[config.mk]
export PLATFORM = sky130hd
export DESIGN_NAME = rr_onehot_arbiter
export DESIGN_NICKNAME = d
export VERILOG_FILES = /design/src/rtl/rr_onehot_arbiter.sv
export SDC_FILE = /design/constraint.sdc
export NUM_CORES = 1
export LEC_CHECK = 0
export ABC_AREA = 1
export CORE_MARGIN = 3
export CORE_UTILIZATION = 45
export CTS_CLUSTER_DIAMETER = 120
export CTS_CLUSTER_SIZE = 28
export DETAILED_ROUTE_END_ITERATION = 7
export PLACE_DENSITY = 0.67
export SLEW_MARGIN = 0
export SYNTH_ARGS = -nofsm -noshare
export SYNTH_HDL_FRONTEND = slang
export SYNTH_SLANG_ARGS = --single-unit
[constraint.sdc]
create_clock -name clk -period 9.83 [get_ports clk]
set_input_delay 1.4745 -clock clk [delete_from_list [all_inputs] [get_ports clk]]
set_output_delay 1.4745 -clock clk [all_outputs]
set_load 0.005 [all_outputs]
[src/rtl/rr_onehot_arbiter.sv]
// rr_onehot_arbiter
//   Round-robin arbiter for 16 requesters. It produces a registered one-hot
//   grant that feeds a 16-to-4 one-hot encoder. The arbiter holds a grant
//   until one of three things happens: the owner strobes done, the owner
//   drops its request, or the optional hold timeout expires. One all-zero
//   cycle always separates two grants.
//
// Ports
//   clk         rising-edge clock
//   rst         synchronous active-high reset
//   req[15:0]   request levels; bit i = requester i wants the resource
//   done        single-cycle release strobe from the current owner
//   grant[15:0] registered one-hot grant; zero when no grant is active
//   grant_valid high exactly when grant is non-zero
//   timeout     one-cycle pulse after a grant is revoked by the hold timeout
module rr_onehot_arbiter #(
    parameter int N        = 16,
    parameter int HOLD_MAX = 0,
    parameter int CNT_W    = 16
) (
    input  logic         clk,
    input  logic         rst,
    input  logic [N-1:0] req,
    input  logic         done,
    output logic [N-1:0] grant,
    output logic         grant_valid,
    output logic         timeout
);

    localparam int IDX_W = $clog2(N);
    localparam logic [CNT_W-1:0] HOLD_LIM = CNT_W'(HOLD_MAX);

    typedef enum logic {
        IDLE,
        GRANT
    } state_t;

    state_t             state, state_n;
    logic [IDX_W-1:0]   ptr, ptr_n;
    logic [IDX_W-1:0]   owner, owner_n;
    logic [CNT_W-1:0]   hold_cnt, hold_cnt_n;
    logic [N-1:0]       grant_n;
    logic               timeout_n;

    logic               found;
    logic [IDX_W-1:0]   sel;
    logic [IDX_W-1:0]   idx;
    logic               timed_out;
    logic               release_now;

    // Priority scan starting at ptr, wrapping modulo N via IDX_W-bit add.
    always_comb begin
        found = 1'b0;
        sel   = '0;
        idx   = '0;
        for (int unsigned i = 0; i < N; i++) begin
            idx = ptr + IDX_W'(i);
            if (!found && req[idx]) begin
                found = 1'b1;
                sel   = idx;
            end
        end
    end

    always_comb begin
        timed_out   = (HOLD_MAX != 0) && (hold_cnt == HOLD_LIM) && !done && req[owner];
        release_now = done || !req[owner] || timed_out;
    end

    always_comb begin
        state_n    = state;
        ptr_n      = ptr;
        owner_n    = owner;
        hold_cnt_n = hold_cnt;
        grant_n    = grant;
        timeout_n  = 1'b0;

        unique case (state)
            IDLE: begin
                grant_n = '0;
                if (found) begin
                    grant_n[sel] = 1'b1;
                    owner_n      = sel;
                    hold_cnt_n   = CNT_W'(1);
                    state_n      = GRANT;
                end
            end
            GRANT: begin
                if (release_now) begin
                    grant_n   = '0;
                    state_n   = IDLE;
                    ptr_n     = owner + IDX_W'(1);
                    timeout_n = timed_out;
                end else if (hold_cnt != '1) begin
                    hold_cnt_n = hold_cnt + CNT_W'(1);
                end
            end
            default: begin
                state_n = IDLE;
                grant_n = '0;
            end
        endcase
    end

    always_ff @(posedge clk) begin
        if (rst) begin
            state    <= IDLE;
            ptr      <= '0;
            owner    <= '0;
            hold_cnt <= '0;
            grant    <= '0;
            timeout  <= 1'b0;
        end else begin
            state    <= state_n;
            ptr      <= ptr_n;
            owner    <= owner_n;
            hold_cnt <= hold_cnt_n;
            grant    <= grant_n;
            timeout  <= timeout_n;
        end
    end

    assign grant_valid = |grant;

endmodule

==> out/metrics.yaml, run 1 <==
outcome:
  status: "finished clean"
sta:
  grt_setup_unrepaired: "false"
  drv_slew: 0
  tns_ps: 0
  max_slew_margin_pct: 30.0
  fin_crit_ps: 4700
  max_freq_mhz: 213
  hold_viol: 0
  finalCritPeriodShare_pct: 47.8
  worst_pin_slew_ps: 1050
  clock_skew_ps: 2.62
  finalSetupViolCount: 0
clocking:
  cts-root-buf: "clkbuf_8"
  clk_pin_slew_ps: 80
  insertion_delay_ps: 260
  post_cts_resized: 0
  cts_max_level: 1
  cts_tree: "built"
  cts_num_sinks: 25
  hold_buffers: 0
  ctsLongestPathBuffers: 2
  postCtsSetupRepairBufs: 0
  cts_made_buffers: 3
power_and_ir_drop:
  p_switching_mw: 0.749
  p_per_area_mw_per_mm2: 348
  netSwitchingFraction_pct: 61.9
  ir_worst_vdd_uv: 223
  power.internal_mw: 0.461
  seq_power_share_pct: 14.8
  pwr-share-clk_pct: 4.8
  p_total_mw: 1.21
  combPwrFrac_pct: 80.3
  total_leakage_power_nw: 1.62
worst_setup_path:
  setup.worst_path.end_class: "register"
  reg2reg_setup_slack_ps: 5130
  path_cells: "inv_2, ha_1, inv_1, nand3_1, nand3_1, nand2_1, nand2_1, nand2_2, nor2_8, nand4_4, nor2_4, nand4_4, nor2_4, nand4_4, nor2_4, nand3_1, nand2_1, inv_2, nand2_1, nor2_1, nand2_1, a21oi_1"
  criticalPathCategory: "register to register"
  arrival_ps: 4820
  cpMostUsedCell: "nand2_1"
  max_stage_delay_ps: 860
  crit_slowest_cell: "dfxtp_1"
  crit_fanout: 23
  worstSetupStartpointType: "register"
  required_ps: 9960
logic_synthesis:
  yosys_most_used_dff: "dfxtp_1"
  synth.most_common_cell: "nand2_1"
  synth_cells: 537
  ys_ff_latch: 25
  syn_nets: 564
  ys_async_sr_fraction_pct: 0
  synth_area_leaders: "nand3_1, nand2_1, dfxtp_1"
  syn_area_mm2: 0.00307
  synth_area_per_cell_um2: 5.72
  synth_top_area_share_pct: 18.9
  synth_largest_area_cell: "nand3_1"
  seq_area_frac_synth_pct: 16.3
  yosysUniqueCellTypes: 39
  synth_warnings: 0
  synth_common_cells: "nand2_1, nand3_1, nor2_1"
  synth_edf_count: 0
global_routing:
  grt_max_degree: 24
  grt_pass1_wl_um: 16400
  grt_pass1_vias: 3370
  overflow: 0
  grt.total_usage_pct: 26.2
  antenna_found_initial: 0
floorplan:
  placementRows: 29
  start_util_pct: 47.3
  core_mm2: 0.00649
  num_io_pins: 37
  die_w_um: 88.6
  dieArea_mm2: 0.00785
  die_y_um: 88.6
routing:
  vias: 3666
  dr.pass1.iters: 5
  drc: 0
  drt-total-wl_um: 9830
  wl_per_cell_um: 15.4
  initialDrtViolationCount: 400
  postRouteAntennaNets: 0
  viasPerCell: 5.75
place:
  gp_congestion: 1.04
  placed_area_mm2: 0.00343
  io_buffers: 35
  dpl.hpwl_um: 7920
finish:
  area_growth_pct: 13.1
  multi_input_area_mm2: 0.00226
  layout-drive-gt1-share_pct: 6.95
  final_cell_area_mm2: 0.00347
  diodes: 0
  seqCellArea_um2: 500
  nNetsFinal: 589
  n_fill_cell: 663
job:
  cap_viol_max_count: 0
hold_path:
  hp-class: "register to register"
[metrics by stage]
step	worst slack, ps	instances	util (%)	hold WS (ps)
floorplan	6260	537	-	474
global placement	5250	634	52.8	471
detailed placement	5230	634	52.8	474
CTS	5210	638	53.5	487
global route	4660	638	53.5	508
finish	5130	638	53.5	483
[critical path: cells and delay by family, from the launching register on]
| kind | cells | cell delay (ps) |
|---|---|---|
| simple gates | 17 | 2220 |
| compound gates | 1 | 60 |
| flops | 1 | 860 |
| fa+ha+maj | 1 | 560 |
| buf+inv | 3 | 830 |
[registers in the layout (all words and copies together), names as in the netlist]
register and count:
grant 16, owner 4, ptr 4, state 1
[power by group through the flow]
stage	logic (mW)	registers, mW	clock network [mW]
floorplan	0.737	0.150	0
global placement	0.955	0.180	0
detailed placement	0.956	0.181	0
CTS	0.961	0.178	0.0610
global route	1.09	0.184	0.0644
finish	0.972	0.179	0.0586
[cell usage in the layout, fill, tap and decap left out, types with 7 or more instances in the layout]
cell type and n:
nand4_1 14, nand2_1 139, dfxtp_1 25, clkdlybuf4s50_1 35, o21ai_0 18, xor2_1 7, a21oi_1 27, nand2_2 7
nor2_1 59, nand3_1 116, ha_1 8, inv_1 52
[path summary, 6_finish.rpt]
path,from,endpoint,cells past startpoint
setup reg to reg,ptr[0]$_SDFFE_PP0P_,grant[12]$_SDFFE_PP0P_,22
hold reg to reg,grant[3]$_SDFFE_PP0P_,grant[3]$_SDFFE_PP0P_,2
setup / recovery,ptr[0]$_SDFFE_PP0P_,grant[12]$_SDFFE_PP0P_,22
hold / removal,grant[3]$_SDFFE_PP0P_,grant[3]$_SDFFE_PP0P_,2
[per-layer routing]
metal  share of wire [%]  vias to the layer above  wire [um]  global-route usage [%]
met1                  46                     1618       4470                    37.4
met5                   0                        -          0                       0
li1                    -                     1838          -                       -
met3                 7.7                       22        754                    3.17
met2                  45                      188       4380                    41.4
met4                 2.2                        0        214                    7.28
[kinds of logic (layout without fill, tap and decap cells)]
family                     Yosys count  count (layout)  synth area share, %
AOI/OAI and AO/OA                   59              59                 10.8
xor gates and xnor gates             9               9                 3.06
adders and majority gates            8               8                 3.26
other                                1               1                0.122
buffers and inverters               74              98                 10.3
DFF                                 25              25                 16.3
and+or+nand+nor                    361             361                 56.2
[layout make-up]
type | count | share of cell area [%]
clock buffers | 4 | 1.30
inverters | 58 | 6.27
multi-input cells | 438 | 64.9
flip-flops and latches | 25 | 14.4
well taps | 77 | 2.77
repair buffers | 36 | 10.3
(Power assumes the default switching activity.)
==> run 2: changes to the inputs <==
--- a/config.mk
+++ b/config.mk
@@ -11,7 +11,7 @@
 export CTS_CLUSTER_DIAMETER = 120
 export CTS_CLUSTER_SIZE = 28
 export DETAILED_ROUTE_END_ITERATION = 7
-export PLACE_DENSITY = 0.67
+export PLACE_DENSITY = 0.69
 export SLEW_MARGIN = 0
 export SYNTH_ARGS = -nofsm -noshare
 export SYNTH_HDL_FRONTEND = slang
==> constraint.sdc (replaced) <==
create_clock -name clk -period 4.24 [get_ports clk]
set_input_delay 0.636 -clock clk [delete_from_list [all_inputs] [get_ports clk]]
set_output_delay 0.636 -clock clk [all_outputs]
set_load 0.005 [all_outputs]
==> out/metrics.yaml, run 2 (same netlist as run 1, synthesis figures left out) <==
routing:
  postRouteAntennaNets: 0  # unchanged
  vias: 3696  # was 3666
  initialDrtViolationCount: 399  # was 400
  viasPerCell: 5.71  # was 5.75
  drc: 0  # unchanged
  wl_per_cell_um: 15.0  # was 15.4 um
  dr.pass1.iters: 5  # unchanged
  drt-total-wl_um: 9670  # was 9830 um
finish:
  regMostFlops: "grant"  # unchanged
  final_common_cell: "nand2_1"  # unchanged
  area_growth_pct: 15.3  # was 13.1%
  layout_common_cells: "nand2_1, nand3_1, nor2_1, inv_1, clkdlybuf4s50_1"  # unchanged
  instances_no_fill: 647  # was 638
  multi_input_area_mm2: 0.00226  # unchanged
  largest_registers: "grant (16), owner (4), ptr (4)"  # unchanged
  largest_register_ffs: 16  # unchanged
  final_cell_area_mm2: 0.00354  # was 0.00347 mm2
  layout-drive-gt1-share_pct: 8.42  # was 6.95%
  seqCellArea_um2: 500  # unchanged
  utilization_pct: 54.5  # was 53.5%
  nNetsFinal: 598  # was 589
  diodes: 0  # unchanged
  n_fill_cell: 663  # unchanged
power_and_ir_drop:
  netSwitchingFraction_pct: 61.2  # was 61.9%
  ir_worst_vdd_uv: 391  # was 223 uV
  p_switching_mw: 1.76  # was 0.749 mW
  total_leakage_power_nw: 1.67  # was 1.62 nW
  pwr-share-clk_pct: 4.8  # about the same
  p_per_area_mw_per_mm2: 811  # was 348 mW/mm2
  power.internal_mw: 1.11  # was 0.461 mW
  seq_power_share_pct: 12.9  # was 14.8%
  combPwrFrac_pct: 82.3  # was 80.3%
worst_setup_path:
  setup.worst_path.end_class: "register"  # unchanged
  required_ps: 4430  # was 9960 ps
  worstSetupStartpointType: "register"  # unchanged
  arrival_ps: 3860  # was 4820 ps
  crit_fanout: 16  # was 23
  criticalPathCategory: "register to register"  # unchanged
clocking:
  hold_buffers: 0  # unchanged
  cts_max_level: 1  # unchanged
  cts_num_sinks: 25  # unchanged
  postCtsSetupRepairBufs: 0  # unchanged
  post_cts_resized: 0  # unchanged
  clk_pin_slew_ps: 80  # about the same
  insertion_delay_ps: 260  # about the same
  cts_made_buffers: 3  # unchanged
  cts_tree: "built"  # unchanged
  ctsLongestPathBuffers: 2  # unchanged
  cts-root-buf: "clkbuf_8"  # unchanged
sta:
  worst_pin_slew_ps: 678  # was 1050 ps
  finalSetupViolCount: 0  # unchanged
  setup_ws_ps: 570  # was 5130 ps
  clock_skew_ps: 4.67  # was 2.62 ps
  drv_slew: 0  # unchanged
  grt_setup_unrepaired: "false"  # unchanged
  max_freq_mhz: 272  # was 213 MHz
  tns_ps: 0  # unchanged
  hold_viol: 0  # unchanged
  finalCritPeriodShare_pct: 86.6  # was 47.8%
  max_slew_margin_pct: 54.6  # was 30.0%
  fin_crit_ps: 3670  # was 4700 ps
floorplan:
  die_y_um: 88.6  # unchanged
  dieArea_mm2: 0.00785  # unchanged
  num_io_pins: 37  # unchanged
  placementRows: 29  # unchanged
  start_util_pct: 47.3  # unchanged
  core_mm2: 0.00649  # unchanged
  die_w_um: 88.6  # unchanged
place:
  pre_cts_ws_ps: 626  # was 5230 ps
  dp.cells: 643  # was 634
  dpl.hpwl_um: 7810  # was 7920 um
  io_buffers: 35  # unchanged
  placed_area_mm2: 0.00350  # was 0.00343 mm2
  gp_congestion: 0.964  # was 1.04
global_routing:
  grt_max_degree: 20  # was 24
  grt_pass1_wl_um: 16200  # was 16400 um
  grt_pass1_vias: 3388  # was 3370
  grt.total_usage_pct: 25.7  # was 26.2%
  overflow: 0  # unchanged
  antenna_found_initial: 0  # unchanged
job:
  cap_viol_max_count: 0  # unchanged
hold_path:
  hp-class: "register to register"  # unchanged
outcome:
  status: "finished clean"  # unchanged
-- run 2: changes by cell type in the layout (fill, tap and decap cells not counted) --
| cell | before | now |
|---|---|---|
| buf_4 | 1 | 10 |
-- run 2: final timing paths --
check / startpoint / endpoint / slack (ps) / cells past startpoint
min: grant[13]$_SDFFE_PP0P_ / grant[13]$_SDFFE_PP0P_ / 490 / 2
min reg2reg: grant[13]$_SDFFE_PP0P_ / grant[13]$_SDFFE_PP0P_ / 490 / 2
max: ptr[0]$_SDFFE_PP0P_ / grant[14]$_SDFFE_PP0P_ / 570 / 22
max reg2reg: ptr[0]$_SDFFE_PP0P_ / grant[14]$_SDFFE_PP0P_ / 570 / 22
-- run 2: area by class of cell --
class | count | area share (%)
clock buffers | 4 | 1.27
inverters | 58 | 6.15
multi-input cells | 438 | 63.7
flip-flops and latches | 25 | 14.1
well taps | 77 | 2.72
repair buffers | 45 | 12.0
-- run 2: metrics by stage --
stage	hold slack, ps	total power, mW
4_1_cts	489	2.83
3_5_place_dp	475	2.69
3_3_place_gp	472	2.67
5_1_grt	514	3.17
6_report	486	2.87
2_1_floorplan	474	2.05
-- run 2: critical path: stages, from the launching register on --
cell,delay (ps)
dfxtp_1,330
buf_4,200
inv_2,50
ha_1,300
inv_1,330
nand3_1,160
nand3_1,140
nand2_1,90
nand2_1,100
nand2_2,110
nor2_8,150
nand4_4,110
nor3_1,460
nand4_1,230
nand3_1,150
nor2_1,50
nand3_1,70
nor2_1,50
nand3_1,130
nand2_1,80
inv_2,90
nand2_1,60
a21oi_1,130
-- run 2: power by group through the flow --
stage	logic, mW	clock network (mW)	registers [mW]
after floorplan	1.71	0	0.347
after global placement	2.29	0	0.376
after detailed placement	2.31	0	0.375
after CTS	2.32	0.141	0.370
after global routing	2.63	0.149	0.383
final	2.36	0.138	0.372
-- run 2: metal layers --
metal | global-route usage [%] | share of wire, % | up-vias
li1 | - | - | 1852
met1 | 37.5 | 47 | 1680
met2 | 41.0 | 45 | 147
met3 | 1.58 | 6.2 | 17
met4 | 6.73 | 1.9 | 0
met5 | 0 | 0 | -
